File: src/rtl/spi_regfile_pkg.sv
//------------------------------------------------------------------------------
// Module   : spi_regfile_pkg
// Purpose  : Shared types and constants for the SPI register file.
// Revision : 1.0
//------------------------------------------------------------------------------
`default_nettype none

package spi_regfile_pkg;

    localparam int CMD_LEN = 8;
    localparam int ADDR_W  = 7;
    localparam int RW_BIT  = 7;

    typedef enum logic [1:0] {
        ST_IDLE  = 2'd0,
        ST_CMD   = 2'd1,
        ST_WDATA = 2'd2,
        ST_RDATA = 2'd3
    } state_t;

    // Auto-increment with wrap back to register 0 after the last register.
    function automatic logic [ADDR_W-1:0] addr_inc(input logic [ADDR_W-1:0] a,
                                                   input int unsigned       num);
        return (a == ADDR_W'(num - 1)) ? '0 : a + ADDR_W'(1);
    endfunction

endpackage

`default_nettype wire

File: src/rtl/spi_sync.sv
//------------------------------------------------------------------------------
// Module   : spi_sync
// Purpose  : Two-flop synchroniser with rising/falling edge detect.
// Revision : 1.0
//------------------------------------------------------------------------------
`default_nettype none

module spi_sync #(
    parameter logic RESET_VAL = 1'b0
) (
    input  wire  clk_i,
    input  wire  rst_ni,
    input  wire  i_async,
    output logic o_level,
    output logic o_rise,
    output logic o_fall
);

    logic r_meta;
    logic r_sync;
    logic r_prev;

    always_ff @(posedge clk_i or negedge rst_ni) begin
        if (!rst_ni) begin
            r_meta <= RESET_VAL;
            r_sync <= RESET_VAL;
            r_prev <= RESET_VAL;
        end else begin
            r_meta <= i_async;
            r_sync <= r_meta;
            r_prev <= r_sync;
        end
    end

    assign o_level = r_sync;
    assign o_rise  = r_sync & ~r_prev;
    assign o_fall  = ~r_sync & r_prev;

endmodule

`default_nettype wire

File: src/rtl/spi_regfile.sv
//------------------------------------------------------------------------------
// Module   : spi_regfile
// Purpose  : SPI mode-0 slave giving burst read/write access to a register file.
//            Read-back path enabled by defining SPI_REGFILE_READBACK_EN.
// Revision : 1.0
//------------------------------------------------------------------------------
`default_nettype none

module spi_regfile
    import spi_regfile_pkg::*;
#(
    parameter int NUM_REGISTERS = 8,
    parameter int LEN_REGISTER  = 8,
    parameter logic [NUM_REGISTERS*LEN_REGISTER-1:0] RESET_VALUES = '0
) (
    input  wire                                     clk_i,
    input  wire                                     rst_ni,
    input  wire                                     enable,
    input  wire                                     spi_sclk,
    input  wire                                     spi_mosi,
    output logic                                    spi_miso,
    input  wire                                     spi_cs,
    output logic [NUM_REGISTERS*LEN_REGISTER-1:0]   regs_o,
    output logic [NUM_REGISTERS-1:0]                wr_strobe_o,
    output logic                                    busy_o
);

    localparam int IDX_W   = (NUM_REGISTERS > 1) ? $clog2(NUM_REGISTERS) : 1;
    localparam int CNT_W   = 6;
    localparam int SHIFT_W = (LEN_REGISTER > CMD_LEN) ? LEN_REGISTER : CMD_LEN;

    state_t                    r_state;
    logic [LEN_REGISTER-1:0]   r_regs [NUM_REGISTERS];
    logic [SHIFT_W-1:0]        r_shift;
    logic [CNT_W-1:0]          r_bit_cnt;
    logic [ADDR_W-1:0]         r_addr;
    logic                      r_oor;
    logic                      r_ignore;
    logic [NUM_REGISTERS-1:0]  r_wr_strobe;
    logic                      r_mosi_meta;
    logic                      r_mosi_sync;

    logic w_sclk_lvl, w_sclk_rise, w_sclk_fall;
    logic w_cs_lvl, w_cs_rise, w_cs_fall;

    spi_sync #(.RESET_VAL(1'b0)) u_sync_sclk (
        .clk_i   (clk_i),
        .rst_ni  (rst_ni),
        .i_async (spi_sclk),
        .o_level (w_sclk_lvl),
        .o_rise  (w_sclk_rise),
        .o_fall  (w_sclk_fall)
    );

    spi_sync #(.RESET_VAL(1'b1)) u_sync_cs (
        .clk_i   (clk_i),
        .rst_ni  (rst_ni),
        .i_async (spi_cs),
        .o_level (w_cs_lvl),
        .o_rise  (w_cs_rise),
        .o_fall  (w_cs_fall)
    );

    always_ff @(posedge clk_i or negedge rst_ni) begin
        if (!rst_ni) begin
            r_mosi_meta <= 1'b0;
            r_mosi_sync <= 1'b0;
        end else begin
            r_mosi_meta <= spi_mosi;
            r_mosi_sync <= r_mosi_meta;
        end
    end

    logic [CMD_LEN-1:0]      w_cmd;
    logic [LEN_REGISTER-1:0] w_word;
    logic                    w_cmd_oor;
    logic [ADDR_W-1:0]       w_addr_next;
    logic [IDX_W-1:0]        w_idx;

    assign w_cmd       = {r_shift[CMD_LEN-2:0], r_mosi_sync};
    assign w_word      = {r_shift[LEN_REGISTER-2:0], r_mosi_sync};
    assign w_cmd_oor   = ({1'b0, w_cmd[ADDR_W-1:0]} >= (ADDR_W+1)'(NUM_REGISTERS));
    assign w_addr_next = addr_inc(r_addr, NUM_REGISTERS);
    assign w_idx       = r_addr[IDX_W-1:0];

`ifdef SPI_REGFILE_READBACK_EN
    logic                    r_miso;
    logic [LEN_REGISTER-1:0] r_rshift;
    logic [IDX_W-1:0]        w_cmd_idx;
    logic [IDX_W-1:0]        w_next_idx;

    assign w_cmd_idx  = w_cmd[IDX_W-1:0];
    assign w_next_idx = w_addr_next[IDX_W-1:0];
    assign spi_miso   = r_miso;
`else
    assign spi_miso   = 1'b0;
`endif

    wire w_unused_sync = w_sclk_lvl ^ w_cs_rise ^ w_sclk_fall;

    always_ff @(posedge clk_i or negedge rst_ni) begin
        if (!rst_ni) begin
            r_state     <= ST_IDLE;
            r_shift     <= '0;
            r_bit_cnt   <= '0;
            r_addr      <= '0;
            r_oor       <= 1'b0;
            r_ignore    <= 1'b0;
            r_wr_strobe <= '0;
            for (int i = 0; i < NUM_REGISTERS; i++) begin
                r_regs[i] <= RESET_VALUES[i*LEN_REGISTER +: LEN_REGISTER];
            end
`ifdef SPI_REGFILE_READBACK_EN
            r_miso      <= 1'b0;
            r_rshift    <= '0;
`endif
        end else begin
            r_wr_strobe <= '0;
            // Abort drops any partially shifted byte/word; nothing is written.
            if (!enable || (r_state != ST_IDLE && w_cs_lvl)) begin
                r_state   <= ST_IDLE;
                r_shift   <= '0;
                r_bit_cnt <= '0;
                r_oor     <= 1'b0;
                r_ignore  <= 1'b0;
`ifdef SPI_REGFILE_READBACK_EN
                r_miso    <= 1'b0;
`endif
            end else begin
                case (r_state)
                    ST_IDLE: begin
                        if (w_cs_fall) begin
                            r_state   <= ST_CMD;
                            r_shift   <= '0;
                            r_bit_cnt <= '0;
                            r_ignore  <= 1'b0;
                        end
                    end
                    ST_CMD: begin
                        if (w_sclk_rise && !r_ignore) begin
                            r_shift <= {r_shift[SHIFT_W-2:0], r_mosi_sync};
                            if (r_bit_cnt == CNT_W'(CMD_LEN - 1)) begin
                                r_bit_cnt <= '0;
                                r_addr    <= w_cmd[ADDR_W-1:0];
                                r_oor     <= w_cmd_oor;
                                if (w_cmd[RW_BIT]) begin
`ifdef SPI_REGFILE_READBACK_EN
                                    r_state  <= ST_RDATA;
                                    r_rshift <= w_cmd_oor ? '0 : r_regs[w_cmd_idx];
                                    r_miso   <= w_cmd_oor ? 1'b0
                                                          : r_regs[w_cmd_idx][LEN_REGISTER-1];
`else
                                    r_ignore <= 1'b1;
`endif
                                end else begin
                                    r_state <= ST_WDATA;
                                end
                            end else begin
                                r_bit_cnt <= r_bit_cnt + CNT_W'(1);
                            end
                        end
                    end
                    ST_WDATA: begin
                        if (w_sclk_rise) begin
                            r_shift <= {r_shift[SHIFT_W-2:0], r_mosi_sync};
                            if (r_bit_cnt == CNT_W'(LEN_REGISTER - 1)) begin
                                r_bit_cnt <= '0;
                                if (!r_oor) begin
                                    r_regs[w_idx]      <= w_word;
                                    r_wr_strobe[w_idx] <= 1'b1;
                                    r_addr             <= w_addr_next;
                                end
                            end else begin
                                r_bit_cnt <= r_bit_cnt + CNT_W'(1);
                            end
                        end
                    end
`ifdef SPI_REGFILE_READBACK_EN
                    ST_RDATA: begin
                        // The first falling edge re-presents the MSB already on MISO.
                        if (w_sclk_fall) begin
                            r_miso   <= r_rshift[LEN_REGISTER-1];
                            r_rshift <= {r_rshift[LEN_REGISTER-2:0], 1'b0};
                        end
                        if (w_sclk_rise) begin
                            if (r_bit_cnt == CNT_W'(LEN_REGISTER - 1)) begin
                                r_bit_cnt <= '0;
                                if (!r_oor) begin
                                    r_addr   <= w_addr_next;
                                    r_rshift <= r_regs[w_next_idx];
                                end
                            end else begin
                                r_bit_cnt <= r_bit_cnt + CNT_W'(1);
                            end
                        end
                    end
`endif
                    default: r_state <= ST_IDLE;
                endcase
            end
        end
    end

    for (genvar gi = 0; gi < NUM_REGISTERS; gi++) begin : g_flat
        assign regs_o[gi*LEN_REGISTER +: LEN_REGISTER] = r_regs[gi];
    end

    assign wr_strobe_o = r_wr_strobe;
    assign busy_o      = (r_state != ST_IDLE);

endmodule

`default_nettype wire

File: config.mk
export PLATFORM = sky130hd
export DESIGN_NAME = spi_regfile
export DESIGN_NICKNAME = d
export VERILOG_FILES = /design/src/rtl/spi_regfile_pkg.sv /design/src/rtl/spi_sync.sv /design/src/rtl/spi_regfile.sv
export SDC_FILE = /design/constraint.sdc
export NUM_CORES = 1
export LEC_CHECK = 0
export ABC_CLOCK_PERIOD_IN_PS = 3100
export CAP_MARGIN = 20
export CELL_PAD_IN_SITES_DETAIL_PLACEMENT = 0
export CELL_PAD_IN_SITES_GLOBAL_PLACEMENT = 1
export CORE_ASPECT_RATIO = 1.5
export CORE_UTILIZATION = 43
export CTS_CLUSTER_DIAMETER = 120
export DETAILED_ROUTE_END_ITERATION = 12
export PLACE_DENSITY_LB_ADDON = 0.1
export SLEW_MARGIN = 20
export SYNTH_ARGS = -nofsm -noshare
export SYNTH_HDL_FRONTEND = slang
export SYNTH_SLANG_ARGS = --single-unit
File: constraint.sdc
create_clock -name clk_i -period 3.1 [get_ports clk_i]
set_input_delay 0.31 -clock clk_i [delete_from_list [all_inputs] [get_ports clk_i]]
set_output_delay 0.31 -clock clk_i [all_outputs]
set_load 0.005 [all_outputs]
==> run metrics, run 1 <==
Post-Syn Area 4620 um^2; critical path type reg2reg; CP arrival 3.01 ns; Placer Congestion 0.788; fillers 906; setup bufs post-CTS 0; worst slack, placed 0.307 ns; Remaining DRCs 0; R2R Path Start r_state[0]; H-tree levels 3; Clock power frac 39.7%; Most used DFF post-synth dfrtp_1; most frequent cells in the layout dfrtp_1 (101), clkdlybuf4s50_1 (77), mux2_2 (50); FF-to-FF setup slack 0.32 ns; first-pass GRT wire length 17300 um; main combinational cell family by area after synthesis multiplexers; sequential cell area fraction in the yosys report 56.4%; slew margin rel. 55.2%; Switching Share 25.7%; Flop pwr share 49.3%; CP max stage delay 0.50 ns; Clk Latency, worst-skew pair 0.34 ns; CTS tree yes; final-report hold violation count 19; area fraction in compound gates after synthesis 8.20%; LEAKAGE 2.68 nW; Peak VDD IR 0.264 mV; setup ws final 0.316 ns; Synth Area in Simple Gates 12.5%; Tcrit/Tclk final 89.8%; Die ar. 11200 um^2; fmax 359 MHz; fin. max-slew vios 0; vias in the first global route 3205; Num CTS Buffers 9; syn_nets 354; combinational share of power 11.0%; HP Class in2async; Sequential Area 2610 um^2; total wire length 10600 um; Max Cap Viol 0; Top Ports 80; mux share of post-synthesis cell area 17.6%; # diodes 0; critical path peak fanout 15; P_sw 0.725 mW; count of cell types in the netlist 58; Clock Root Buffer clkbuf_16; Sink Count 104; slowest cell on the critical path nor4_4; 1st-pass router iterations 4; Congestion Overflow GR 0; CP bufs+invs 2; Crit path max-delay family simple AND/OR/NAND/NOR gates; crit-path cells inv_1 > ha_1 > nand2b_1 > nand4b_1 > buf_4 > nor4_4 > mux2_2; Slew @ Worst Pin 0.668 ns; Layout Skew 0.00944 ns; Port Buffers 78; Tmin final 2.78 ns; Max Root-Sink Buffers 2; utilization after layout 55.2%; commonest non-fill, non-tap cell in the layout dfrtp_1; Final ANT Viol Nets 0; Design Power 2.83 mW; Min Hold Slack -0.0273 ns; layout cells sized above 1 25.0%; violated checks hold timing; yosys warns 0; Reg clk slew, reported paths 0.07 ns; Int Pwr 2.10 mW; RSZ-0062 raised after global routing no; vias 3046; area delta synth->final 25.8%; Core Rows 46; DP HPWL 7060 um; R2R depth 7; CP Data Required Time 3.33 ns; ys async rst share 100%; Power Dens Cells 486 nW/um^2; Setup crit start kind register; Global Route Usage Sum 20.8%; endpoints failing setup 0; CTS resizes 0; Via density 5.44; adder-cell share of the synthesized area 1.62%; Worst setup EP type register; post-synthesis area per instance 13.5 um^2; largest net degree at the start of global routing 59; 1st-iter DRT viols 156; Post-synth EDFFs 0; Die Y 129 um; Sum Neg Setup Slack 0 ns; initial antenna violation count 0; area occupied by multi-input gates 1850 um^2; Core Box Area 10500 um^2; Mapped Cells 342; Synth Register Bits 104; routed len/inst 18.9 um; Die W 86.6 um; status finished, violations left; R2R Path End regs_o[56]; Final #Nets 423; Initial Util 43.9%; Synth Area in XOR/XNOR 0%; hold_buf cts 0
==> through the flow <==
step,std cells,instance area (um^2)
2_1_floorplan,342,4620
3_3_place_gp,544,5510
3_5_place_dp,544,5510
5_1_grt,560,5810
6_report,560,5810
4_1_cts,560,5810
==> cell type report <==
cell class / instances / share of cell area [%]
Clock inverter: 4 / 0.624
Inverter: 8 / 0.517
Clock buffer: 12 / 4.59
Timing Repair Buffer: 85 / 14.5
Sequential cell: 104 / 44.9
Multi-Input combinational cell: 203 / 31.8
Tap cell: 144 / 3.10
==> layer usage <==
layer	global-route usage, %	vias up	share of wire (%)
met5	0	-	0
li1	-	1396	-
met4	7.75	0	2.2
met1	26.7	1560	42
met3	6.22	20	4.8
met2	33.4	70	51
==> cells in the mapped netlist, types with 3 or more instances <==
master     count  share of area [%]
buf_6          3               0.73
or3_1          3               0.41
nand4_1        3               0.41
o211ai_1       4               0.65
clkbuf_1      15                1.2
a21oi_1        4               0.43
nor4_1         8                1.1
a2111oi_0      3               0.57
nand2b_1       4               0.54
dfstp_2        3                1.7
a22o_1        11                2.1
nor2_1         4               0.32
inv_1          7               0.57
nor3_1         5               0.54
o22ai_1        3               0.41
buf_2          6               0.65
or4_4          3               0.73
a211o_1        3               0.57
nand2_1       14                1.1
mux2_4        16                5.2
nor3b_1        4               0.65
nand3_1        9               0.97
dfrtp_1      101                 55
or4_1          3               0.49
nand3b_1       5               0.81
mux2_2        50                 12
ha_1           6                1.6
nor4_4         5                2.3
==> worst max-delay path by stage <==
stage                           from    endpoint  slack (ns)  depth (start not counted)
after floorplan           r_state[0]  regs_o[10]        0.80                          8
after CTS                 r_state[0]  regs_o[56]        0.29                          7
after global placement    r_state[1]  regs_o[49]        0.40                          7
after detailed placement  r_state[1]  regs_o[56]        0.31                          7
final                     r_state[0]  regs_o[56]        0.32                          7
after global routing      r_state[0]  regs_o[59]        0.13                          7
==> power groups by stage <==
| stage | Combinational (mW) | Clock [mW] | Sequential [mW] |
|---|---|---|---|
| after floorplan | 0.205 | 0 | 1.41 |
| after global placement | 0.307 | 0 | 1.42 |
| after detailed placement | 0.308 | 0 | 1.42 |
| after CTS | 0.310 | 1.15 | 1.39 |
| after global routing | 0.347 | 1.21 | 1.40 |
| final | 0.309 | 1.12 | 1.39 |
==> sequential cells by signal, summed over array words and instances (netlist names) <==
name and flops:
r_bit_cnt 6, u_sync_cs.r_meta 1, u_sync_sclk.r_prev 1, r_mosi_meta 1, u_sync_cs.r_prev 1, wr_strobe_o 8, regs_o 64, r_ignore 1
r_oor 1, r_shift 7, u_sync_sclk.r_meta 1, r_state 2, u_sync_sclk.o_level 1, r_mosi_sync 1, r_addr 7, u_sync_cs.o_level 1
==> cells by family (layout without fill, tap and decap cells) <==
family,Yosys count,in the layout
AOI/OAI and AO/OA,48,48
adders and majority gates,6,6
buffers and inverters,35,109
DFF,104,104
muxes,67,67
other,1,1
and+or+nand+nor,81,81
(Power assumes the default switching activity.)
==> run 2: changes to the inputs <==
HOLD_SLACK_MARGIN = 0.03   (was default)
==> run 2 against run 1 <==
The run now ends clean; die area stayed put; worst setup slack worse by 0.014 ns; routed wire length is 0.30% higher.
==> run metrics, run 2 (synthesis results as in run 1) <==
endpoints failing setup 0 (unchanged); most frequent cells in the layout dfrtp_1 (101), clkdlybuf4s50_1 (77), mux2_2 (50); Die W 86.6 um (unchanged); Global Route Usage Sum 20.8% (unchanged); Placer Congestion 0.788 (unchanged); fmax 357 MHz (-0.48%); Die Y 129 um (unchanged); Die ar. 11200 um^2 (unchanged); Port Buffers 78 (unchanged); Layout Skew 0.00934 ns (-0.000105 ns); CTS resizes 0 (unchanged); CP Data Required Time 3.33 ns (about the same); Final #Nets 424 (+0.24%); Design Power 2.83 mW (about the same); Tcrit/Tclk final 90.2% (+0.44 points); initial antenna violation count 0 (unchanged); Congestion Overflow GR 0 (unchanged); # diodes 0 (unchanged); layout cells sized above 1 24.9% (-0.060 points); commonest non-fill, non-tap cell in the layout dfrtp_1; worst slack, placed 0.307 ns (unchanged); hold_buf cts 1 (+1); Max Root-Sink Buffers 2 (unchanged); Sink Count 104 (unchanged); Remaining DRCs 0 (unchanged); CTS tree yes; Via density 5.46 (+0.44%); vias 3065 (+0.62%); DP HPWL 7060 um (unchanged); area delta synth->final 26.0%; placed cell area 5510 um^2 (unchanged); utilization after layout 55.3% (+0.095 points); max reg flops 64 (unchanged); Clk Latency, worst-skew pair 0.34 ns (about the same); Peak VDD IR 0.263 mV (-0.16%); largest net degree at the start of global routing 59 (unchanged); routed len/inst 18.9 um (+0.12%); status completed; fin. max-slew vios 0 (unchanged); Slew @ Worst Pin 0.668 ns (+0.000166 ns); final-report hold violation count 0 (-19); Final ANT Viol Nets 0 (unchanged); Top Ports 80 (unchanged); vias in the first global route 3205 (unchanged); HP Class reg2reg; Setup crit start kind register; Worst setup EP type register; Sum Neg Setup Slack 0 ns (unchanged); Power Dens Cells 486 nW/um^2 (-0.10%); setup ws final 0.302 ns (-0.0136 ns); Core Box Area 10500 um^2 (unchanged); critical path type reg2reg; Tmin final 2.80 ns (+0.0136 ns); CP arrival 3.03 ns (+0.02 ns); fillers 905 (-0.11%); 1st-iter DRT viols 134 (-14%); Initial Util 43.9% (unchanged); Clock Root Buffer clkbuf_16; slew margin rel. 55.2% (about the same); Core Rows 46 (unchanged); 1st-pass router iterations 5 (+1); first-pass GRT wire length 17300 um (unchanged); setup bufs post-CTS 0 (unchanged); LEAKAGE 2.68 nW (+0.16%); total wire length 10600 um (+0.30%); RSZ-0062 raised after global routing no; design area 5820 um^2 (+0.17%); Reg clk slew, reported paths 0.07 ns (about the same); Num CTS Buffers 9 (unchanged); critical path peak fanout 15 (unchanged); H-tree levels 3 (unchanged); Max Cap Viol 0 (unchanged)
## run 2: cell types whose count changed in the layout (fill, tap and decap cells not counted)
cell / previous run / this run
dlygate4sd3_1: 0 / 1
## run 2: per-stage QoR
step / hold WS, ns / cells
floorplan: 0.0144 / 342
global placement: 0.338 / 544
detailed placement: 0.348 / 544
CTS: 0.363 / 561
global route: 0.364 / 561
finish: 0.361 / 561
## run 2: final timing paths
check	from	end	slack (ns)	cells after the start
setup / recovery	r_state[0]	regs_o[56]	0.30	7
hold / removal	u_sync_cs.r_meta	u_sync_cs.o_level	0.36	0
setup reg to reg	r_state[0]	regs_o[56]	0.30	7
hold reg to reg	u_sync_cs.r_meta	u_sync_cs.o_level	0.36	0
max in group asynchronous	rst_ni	regs_o[22]	1.86	3
min in group asynchronous	rst_ni	r_bit_cnt[5]	0.52	2
## run 2: final cells by class
class,instances,area [um^2],share of cell area (%)
sequential,104,2610,44.8
multi-input combinational,203,1850,31.7
timing repair buffer,86,853,14.7
clock buffer,12,267,4.58
tap,144,180,3.10
clock inverter,4,36.3,0.623
inverter,8,30.0,0.516
## run 2: report_power, final
| part | switching, mW | leakage, nW | total (mW) | internal, mW |
|---|---|---|---|---|
| sequential | 0.0199 | 1.40 | 1.39 | 1.37 |
| clock | 0.503 | 0.147 | 1.12 | 0.619 |
| combinational | 0.203 | 1.14 | 0.312 | 0.109 |
## run 2: metal layers
layer | global-route usage (%) | share of wire, % | vias up
li1 | - | - | 1399
met1 | 26.7 | 42 | 1573
met2 | 33.4 | 51 | 73
met3 | 6.22 | 4.8 | 20
met4 | 7.75 | 2.2 | 0
met5 | 0 | 0 | -
## run 2: critical path, stage by stage (launching register included)
cell and delay [ns]:
dfrtp_1 0.40, inv_1 0.12, ha_1 0.29, nand2b_1 0.24, nand4b_1 0.39, buf_4 0.35
nor4_4 0.50, mux2_2 0.40
